<file path="src/rtl/mc_ctrl.sv">
// Multi-cycle control FSM for the MIPS datapath: sequences PC/IR/RF/DM/CP0 writes,
// selects the write-back source, and enters/leaves the interrupt handler between instructions.
module mc_ctrl #(
    parameter bit INT_EN = 1'b1
) (
    input  logic       clk,
    input  logic       rst,
    input  logic [5:0] op,
    input  logic [5:0] funct,
    input  logic [4:0] rs,
    input  logic       zero,
    input  logic       intreq,
    output logic       pcwr,
    output logic       irwr,
    output logic       rfwr,
    output logic       dmwr,
    output logic       cp0wr,
    output logic       exl_set,
    output logic       exl_clr,
    output logic [2:0] npcsel,
    output logic [2:0] wdsel,
    output logic [1:0] regdst,
    output logic       alusrc,
    output logic       extop,
    output logic [1:0] aluop,
    output logic [2:0] state
);

    typedef enum logic [2:0] {
        FETCH  = 3'd0,
        DECODE = 3'd1,
        EXEC   = 3'd2,
        MEM    = 3'd3,
        WB     = 3'd4,
        INTR   = 3'd5
    } state_t;

    typedef enum logic [3:0] {
        IN_ADDU, IN_SUBU, IN_ORI, IN_LUI, IN_LW, IN_SW, IN_BEQ,
        IN_J, IN_JAL, IN_MFC0, IN_MTC0, IN_ERET, IN_NOP
    } instr_t;

    localparam logic [2:0] NPC_PC4 = 3'b000, NPC_BR = 3'b001, NPC_JMP = 3'b010,
                           NPC_EPC = 3'b011, NPC_HDL = 3'b100;
    localparam logic [2:0] WD_ALU = 3'b000, WD_DM = 3'b001, WD_PC4 = 3'b010, WD_CP0 = 3'b100;

    state_t state_q, state_d, end_next;
    instr_t instr;

    // Interrupts are only taken at an instruction boundary; eret never chains into one.
    assign end_next = (INT_EN && intreq) ? INTR : FETCH;
    assign state    = state_q;

    always_comb begin
        instr = IN_NOP;
        case (op)
            6'h00: begin
                if (funct == 6'h21)      instr = IN_ADDU;
                else if (funct == 6'h23) instr = IN_SUBU;
            end
            6'h0d: instr = IN_ORI;
            6'h0f: instr = IN_LUI;
            6'h23: instr = IN_LW;
            6'h2b: instr = IN_SW;
            6'h04: instr = IN_BEQ;
            6'h02: instr = IN_J;
            6'h03: instr = IN_JAL;
            6'h10: begin
                if (rs == 5'h00)                         instr = IN_MFC0;
                else if (rs == 5'h04)                    instr = IN_MTC0;
                else if (rs == 5'h10 && funct == 6'h18)  instr = IN_ERET;
            end
            default: instr = IN_NOP;
        endcase
    end

    always_comb begin
        // NOTE: every output gets a default before the case so no path can infer a latch.
        state_d = FETCH;
        pcwr    = 1'b0;
        irwr    = 1'b0;
        rfwr    = 1'b0;
        dmwr    = 1'b0;
        cp0wr   = 1'b0;
        exl_set = 1'b0;
        exl_clr = 1'b0;
        npcsel  = NPC_PC4;
        wdsel   = WD_ALU;
        regdst  = 2'b00;
        alusrc  = 1'b0;
        extop   = 1'b0;
        aluop   = 2'b00;
        case (state_q)
            FETCH: begin
                irwr    = 1'b1;
                pcwr    = 1'b1;
                state_d = DECODE;
            end
            DECODE: begin
                case (instr)
                    IN_J: begin
                        pcwr    = 1'b1;
                        npcsel  = NPC_JMP;
                        state_d = end_next;
                    end
                    IN_JAL, IN_MFC0: state_d = WB;
                    IN_NOP:          state_d = FETCH;
                    default:         state_d = EXEC;
                endcase
            end
            EXEC: begin
                case (instr)
                    IN_ADDU: state_d = WB;
                    IN_SUBU: begin aluop = 2'b01; state_d = WB; end
                    IN_ORI:  begin aluop = 2'b10; alusrc = 1'b1; state_d = WB; end
                    IN_LUI:  begin aluop = 2'b11; alusrc = 1'b1; state_d = WB; end
                    IN_LW, IN_SW: begin
                        alusrc  = 1'b1;
                        extop   = 1'b1;
                        state_d = MEM;
                    end
                    IN_BEQ: begin
                        aluop   = 2'b01;
                        pcwr    = zero;
                        npcsel  = NPC_BR;
                        state_d = end_next;
                    end
                    IN_MTC0: begin cp0wr = 1'b1; state_d = end_next; end
                    IN_ERET: begin
                        pcwr    = 1'b1;
                        npcsel  = NPC_EPC;
                        exl_clr = 1'b1;
                        state_d = FETCH;
                    end
                    default: state_d = FETCH;
                endcase
            end
            MEM: begin
                if (instr == IN_LW) begin
                    state_d = WB;
                end else if (instr == IN_SW) begin
                    dmwr    = 1'b1;
                    state_d = end_next;
                end
            end
            WB: begin
                state_d = end_next;
                case (instr)
                    IN_ADDU, IN_SUBU: begin rfwr = 1'b1; regdst = 2'b01; end
                    IN_ORI, IN_LUI:   rfwr = 1'b1;
                    IN_LW:            begin rfwr = 1'b1; wdsel = WD_DM; end
                    IN_MFC0:          begin rfwr = 1'b1; wdsel = WD_CP0; end
                    IN_JAL: begin
                        rfwr   = 1'b1;
                        regdst = 2'b10;
                        wdsel  = WD_PC4;
                        pcwr   = 1'b1;
                        npcsel = NPC_JMP;
                    end
                    default: state_d = FETCH;
                endcase
            end
            INTR: begin
                exl_set = 1'b1;
                pcwr    = 1'b1;
                npcsel  = NPC_HDL;
            end
            default: state_d = FETCH;
        endcase
        // Reset aborts the instruction in flight without any side effect in that cycle.
        if (rst) begin
            pcwr    = 1'b0;
            irwr    = 1'b0;
            rfwr    = 1'b0;
            dmwr    = 1'b0;
            cp0wr   = 1'b0;
            exl_set = 1'b0;
            exl_clr = 1'b0;
            npcsel  = NPC_PC4;
            wdsel   = WD_ALU;
            regdst  = 2'b00;
            aluop   = 2'b00;
        end
    end

    // NOTE: state registers use non-blocking assignment so every flop samples pre-edge values.
    always_ff @(posedge clk) begin
        if (rst) state_q <= FETCH;
        else     state_q <= state_d;
    end

endmodule

</file>
<file path="config.mk">
export PLATFORM = sky130hd
export DESIGN_NAME = mc_ctrl
export DESIGN_NICKNAME = d
export VERILOG_FILES = /design/src/rtl/mc_ctrl.sv
export SDC_FILE = /design/constraint.sdc
export NUM_CORES = 1
export LEC_CHECK = 0
export BUFFER_PORTS_ARGS = -buffer_cell sky130_fd_sc_hd__buf_4
export CAP_MARGIN = 20
export CORE_MARGIN = 2
export CORE_UTILIZATION = 48
export CTS_BUF_LIST = sky130_fd_sc_hd__clkbuf_4 sky130_fd_sc_hd__clkbuf_8 sky130_fd_sc_hd__clkbuf_16
export CTS_CLUSTER_SIZE = 40
export DETAILED_ROUTE_END_ITERATION = 6
export HOLD_SLACK_MARGIN = 0.15
export PLACE_DENSITY = 0.81
export SLEW_MARGIN = 5
export SYNTH_ARGS = -nofsm -noshare
export SYNTH_HDL_FRONTEND = slang
export SYNTH_SLANG_ARGS = --single-unit
</file>
<file path="constraint.sdc">
create_clock -name clk -period 3.1 [get_ports clk]
set_clock_uncertainty 0.15 [all_clocks]
set_input_delay 0.62 -clock clk [delete_from_list [all_inputs] [get_ports clk]]
set_output_delay 0.62 -clock clk [all_outputs]
set_load 0.005 [all_outputs]
</file>
==> flow_metrics.env, run 1 <==
export IMPL_grt_use_met1_pct=41.1
export IMPL_finalWirelength_um=4180
export IMPL_htreeDepth=1
export IMPL_avgRoutedWirePerCell_um=17.1
export IMPL_start_kind="input port"
export IMPL_drv_slew=0
export IMPL_min_to="state[0]"
export IMPL_synth_area_top_cells="a21oi_1 6.6%, dfxtp_1 6.1%, nor2_1 5.7%, nor3_1 4.5%, nand3_1 4.0%"
export IMPL_grt_pass1_vias=1448
export IMPL_tightestPinTransition_ns=0.513
export IMPL_clock_path_buffers=2
export IMPL_synth_edf_count=0
export IMPL_cp_buffers_inverters=3
export IMPL_reg2regPathDepth=6
export IMPL_status="finished, violations left"
export IMPL_vias_per_cell=6.46
export IMPL_layout_setup_ws_ns=-0.0234
export IMPL_holdCritPathClass="in -> reg"
export IMPL_synth_avg_cell_area_um2=6.48
export IMPL_vdd_ir_drop_max_uv=395
export IMPL_synth_top_area_share_pct=6.56
export IMPL_rr_endpoint="state[0]"
export IMPL_cellLeakagePower_nw=0.634
export IMPL_fp_dieH_um=49.5
export IMPL_setup_tns_ns=-0.0234
export IMPL_drt_iter0_drc=127
export IMPL_yosys_area_top_type="a21oi_1"
export IMPL_cts_buffers=3
export IMPL_cpPeakStageDelay_ns=0.48
export IMPL_antenna_cells=0
export IMPL_hold_depth=2
export IMPL_critical_path_slowest_cell="a2111o_1"
export IMPL_seq_area_frac_synth_pct=6.05
export IMPL_hold_viol=0
export IMPL_coreArea_mm2=0.00196
export IMPL_clock_sinks=3
export IMPL_synth_top_family_by_area="simple AND/OR/NAND/NOR gates"
export IMPL_worst_ep_arrival_time_ns=2.35
export IMPL_clock_latency_ns=0.23
export IMPL_place_congestion=0.975
export IMPL_die_area_mm2=0.00245
export IMPL_path_delay_family="compound AO/OA/AOI/OAI gates"
export IMPL_synth_seq_cells=3
export IMPL_drt_pass1_iter_count=4
export IMPL_hold_ws_ns=0.532
export IMPL_post_route_min_period_ns=3.12
export IMPL_syn_nets=174
export IMPL_grtUsageTotal_pct=32.7
export IMPL_synthXorXnorAreaFrac_pct=0.883
export IMPL_hold_start="rst"
export IMPL_ys_types=51
export IMPL_vias=1583
export IMPL_drive_gt1_share_pct=45.4
export IMPL_area_growth_pct=66.1
export IMPL_fp_dieW_um=49.5
export IMPL_antenna_found_initial=0
export IMPL_fmax_mhz=320
export IMPL_dp_final_hpwl_um=2830
export IMPL_crit_required_ns=2.33
export IMPL_grt_overflow_total=0
export IMPL_r2r_start="state[0]"
export IMPL_rows=16
export IMPL_path_max_fanout=11
export IMPL_worstPathCellList="buf_8, buf_6, a311o_1, a2111o_1, a211o_1, a211oi_2, buf_4"
export IMPL_setup_viol=1
export IMPL_pin_count=43
export IMPL_use_met2_pct=55.2
export IMPL_power_density_mw_per_mm2=169
export IMPL_nets=240
export IMPL_cts_root_buffer_cell="clkbuf_4"
export IMPL_rsz0062_at_grt="true"
export IMPL_tritoncts="done"
export IMPL_synth_compound_area_share_pct=35.1
export IMPL_start_util_pct=50.6
export IMPL_yosys_warnings=0
export IMPL_violations="negative setup slack"
export IMPL_relSlewSlack_pct=65.7
export IMPL_crit_path_end_kind="primary output"
export IMPL_drc=0
export IMPL_io_buffer_count=42
export IMPL_synth_simple_area_share_pct=49.4
export IMPL_syn_area_um2=992
export IMPL_finalCritPeriodShare_pct=101
export IMPL_synthAdderAreaFrac_pct=0
export IMPL_largest_reg_flops=3
export IMPL_grt_max_degree=15
export IMPL_synth_cells=153
export IMPL_synthArstFlopShare_pct=0
export IMPL_grt_busiest_layer="met2"
export IMPL_max_cap_violations=0
export IMPL_synthFlopType="dfxtp_1"
export IMPL_grtUsageMet3_pct=6.06
export IMPL_synthMuxAreaShare_pct=0
export IMPL_crit_type="in -> out"
export IMPL_rrSetupSlack_ns=0.75
export IMPL_path_clk_slew_ns=0.04
export IMPL_nFillCells=131
export IMPL_drtAntennaViolNets=0
export IMPL_grt_pass1_wl_um=6470
[worst max path at each step]
stage | from | endpoint | slack [ns] | depth (start not counted)
4_1_cts | op[3] | pcwr | 0.003 | 8
3_3_place_gp | op[0] | pcwr | -0.02 | 8
2_1_floorplan | op[2] | pcwr | 0.1 | 7
3_5_place_dp | op[2] | pcwr | -0.07 | 8
6_report | op[0] | pcwr | -0.02 | 7
5_1_grt | op[4] | pcwr | -0.09 | 7
[metrics by stage]
step                instance area (µm²)  power [mW]  setup slack [ns]  utilization (%)  instances
floorplan                           992       0.113            0.0993                -        153
global placement                   1500       0.173           -0.0198             76.3        238
detailed placement                 1500       0.179           -0.0684             76.3        238
CTS                                1590       0.266           0.00307             81.0        243
global route                       1650       0.292           -0.0891             84.0        245
finish                             1650       0.279           -0.0234             84.0        245
[placed cells by master (no fill, tap or decap), types with 4 or more instances in the layout]
cell type	instances
a21oi_1	11
buf_4	67
buf_6	6
clkbuf_4	4
inv_1	4
nand2_1	8
nand3_1	7
nor2_1	15
nor2b_1	4
nor3_1	9
nor3b_1	5
nor4b_1	4
o21ai_0	6
or3_1	6
[metal layers]
| metal | wire length (µm) | up-vias | part of all wire [%] |
|---|---|---|---|
| li1 | - | 719 | - |
| met1 | 1650 | 728 | 39 |
| met2 | 1950 | 112 | 47 |
| met3 | 434 | 24 | 10 |
| met4 | 143 | 0 | 3.4 |
| met5 | 0 | - | 0 |
[Yosys cell counts, types with 2 or more instances]
cell type,count
nor3_1,9
nand2_1,9
a31oi_1,3
nand2b_1,3
nor4b_1,4
inv_1,5
and4b_1,2
o21a_1,2
o21ai_0,7
dfxtp_1,3
nor2_1,15
nand4_1,3
and3_1,2
or2_1,2
or3_1,6
nor4_1,5
nor3b_1,5
buf_1,2
buf_2,5
o211ai_1,2
nand3_1,8
clkbuf_1,5
a2111oi_2,2
a21oi_1,13
nor2b_1,5
[repair_timing]
item | CTS | global route
gates resized for setup | 11 | 12
endpoints found under the hold margin | 0 | 0
endpoints found under the setup margin | 5 | 8
hold buffers | 0 | 0
pin swaps | 11 | 7
buffers inserted | 1 | 2
[area by class of cell]
class | instances | area [µm²] | area share [%]
multi-input combinational | 131 | 916 | 55.6
timing repair buffer | 74 | 586 | 35.5
sequential | 3 | 60.1 | 3.64
tap | 27 | 33.8 | 2.05
clock buffer | 4 | 30.0 | 1.82
inverter | 6 | 22.5 | 1.37
[cells by family after synthesis]
group / count (synthesis)
xor+xnor: 1
flops: 3
compound gates: 46
buf+inv: 19
simple gates: 84
[report_power, final]
group / total [mW] / internal (mW) / leakage, nW / switching (mW)
clock network: 0.0767 / 0.0569 / 0.0184 / 0.0198
logic: 0.155 / 0.0781 / 0.591 / 0.0766
registers: 0.0479 / 0.0407 / 0.0245 / 0.00720
total: 0.279 / 0.176 / 0.634 / 0.104
Note: power is estimated with default switching activity, not from simulation.
==> run 2, diff against run 1 <==
Settings changed: ABC_AREA set to 1, CORE_UTILIZATION 48 to 45, PLACE_DENSITY 0.81 to 0.79.
==> flow_metrics.env, run 2 <==
export IMPL_status="finished, final reports clean"
export IMPL_post_route_min_period_ns=2.89
export IMPL_start_util_pct=48.4
export IMPL_drt_pass1_iter_count=4
export IMPL_drtAntennaViolNets=0
export IMPL_finalWirelength_um=2490
export IMPL_fp_dieH_um=47.6
export IMPL_setup_tns_ns=0
export IMPL_stdcell_area_mm2=0.00123
export IMPL_place_inst=236
export IMPL_final_util_pct=70.0
export IMPL_syn_area_um2=855
export IMPL_crit_path_end_kind="primary output"
export IMPL_syn_nets=190
export IMPL_clock_latency_ns=0.23
export IMPL_synth_most_common_cell="nor2_1"
export IMPL_tightestPinTransition_ns=0.390
export IMPL_drv_slew=0
export IMPL_antenna_cells=0
export IMPL_setup_viol=0
export IMPL_drc=0
export IMPL_rsz0062_at_grt="false"
export IMPL_place_ws_ns=0.219
export IMPL_die_area_mm2=0.00226
export IMPL_tritoncts="done"
export IMPL_instances_no_fill=240
export IMPL_yosys_warnings=0
export IMPL_layout_commonest_cell="buf_4"
export IMPL_vias=1177
export IMPL_clock_path_buffers=2
export IMPL_hold_buffers=0
export IMPL_final_cell_mix="43 x buf_4, 37 x nor2_1, 35 x inv_1"
export IMPL_layout_setup_ws_ns=0.213
export IMPL_ys_top_cells_by_count="37 x nor2_1, 35 x inv_1, 25 x nand2_1"
export IMPL_synth_avg_cell_area_um2=5.06
export IMPL_hold_viol=0
export IMPL_synth_seq_cells=3
export IMPL_clock_sinks=3
export IMPL_crit_required_ns=2.33
export IMPL_nets=237
export IMPL_dp_final_hpwl_um=2140
export IMPL_htreeDepth=1
export IMPL_power_density_mw_per_mm2=163
export IMPL_drt_iter0_drc=54
export IMPL_synth_cells=169
export IMPL_synthArstFlopShare_pct=0
export IMPL_grt_pass1_wl_um=4060
export IMPL_io_buffer_count=42
export IMPL_grt_overflow_total=0
export IMPL_cts_buffers=3
export IMPL_path_max_fanout=4
export IMPL_antenna_found_initial=0
export IMPL_cellLeakagePower_nw=0.691
export IMPL_ys_types=24
export IMPL_fmax_mhz=346
export IMPL_vias_per_cell=4.90
export IMPL_worst_ep_arrival_time_ns=2.12
export IMPL_yosys_area_top_type="nor2_1"
export IMPL_avgRoutedWirePerCell_um=10.4
export IMPL_path_clk_slew_ns=0.04
export IMPL_fp_dieW_um=47.6
export IMPL_synth_top_area_share_pct=16.3
export IMPL_place_congestion=0.931
export IMPL_finalPower_mw=0.202
export IMPL_grt_pass1_vias=960
export IMPL_grtUsageTotal_pct=23.4
export IMPL_vdd_ir_drop_max_uv=122
export IMPL_start_kind="input port"
export IMPL_largest_reg_flops=3
export IMPL_crit_type="in -> out"
export IMPL_holdCritPathClass="in -> reg"
export IMPL_cts_root_buffer_cell="clkbuf_4"
export IMPL_hold_ws_ns=0.526
export IMPL_cts_resized_gates=0
export IMPL_finalCritPeriodShare_pct=93.1
export IMPL_placed_area_mm2=0.00120
export IMPL_drive_gt1_share_pct=34.0
export IMPL_coreArea_mm2=0.00176
export IMPL_grt_max_degree=15
export IMPL_synth_area_top_cells="nor2_1 16%, inv_1 15%, nand2_1 11%, nand3_1 10%, nand2_2 7.3%"
export IMPL_synthFlopType="dfxtp_1"
export IMPL_post_cts_buffers=0
export IMPL_rows=15
export IMPL_area_growth_pct=44.5
export IMPL_max_cap_violations=0
export IMPL_seq_area_frac_synth_pct=7.03
export IMPL_synth_edf_count=0
export IMPL_pin_count=43
export IMPL_relSlewSlack_pct=73.8
-- run 2: critical path, stage by stage --
cell     delay (ns)
buf_4          0.12
nor2_1         0.22
nand3_2        0.16
nor2_2         0.23
nor2_2         0.10
nor2_4         0.16
nand4_1        0.17
nand3_1        0.11
o21ai_0        0.07
inv_1          0.06
buf_4          0.10
-- run 2: path summary, 6_finish.rpt --
kind                            depth (start not counted)      from  slack (ns)       end
worst min-delay path                                    2       rst        0.53  state[0]
worst max-delay path                                   11     op[1]        0.21      pcwr
worst min register to register                          3  state[2]        0.57  state[1]
worst max register to register                          8  state[1]        1.41  state[0]
-- run 2: cell families (layout without fill, tap and decap cells) --
family	count (synthesis)	count (layout)	share of synthesized area, %
AND/OR/NAND/NOR	113	113	64.6
flip-flops	3	3	7.03
AO/OA/AOI/OAI	14	14	11.3
buffers and inverters	39	85	17.1
-- run 2: cell type report --
cell class | count | area (µm²)
Multi-Input combinational cell | 127 | 648
Timing Repair Buffer | 43 | 323
Fill cell | 191 | 529
Tap cell | 25 | 31.3
Clock buffer | 4 | 30.0
Sequential cell | 3 | 60.1
Inverter | 38 | 143
-- run 2: routing by layer --
layer  track usage [%]  part of all wire, %
met4             0.541                    0
met2              41.1                   48
met1              33.8                   48
met3             0.377                  4.0
met5                 0                    0
-- run 2: power by group --
part	internal (mW)	switching (mW)
Combinational	0.0376	0.0452
Sequential	0.0405	0.00249
Clock	0.0569	0.0192
Total	0.135	0.0668
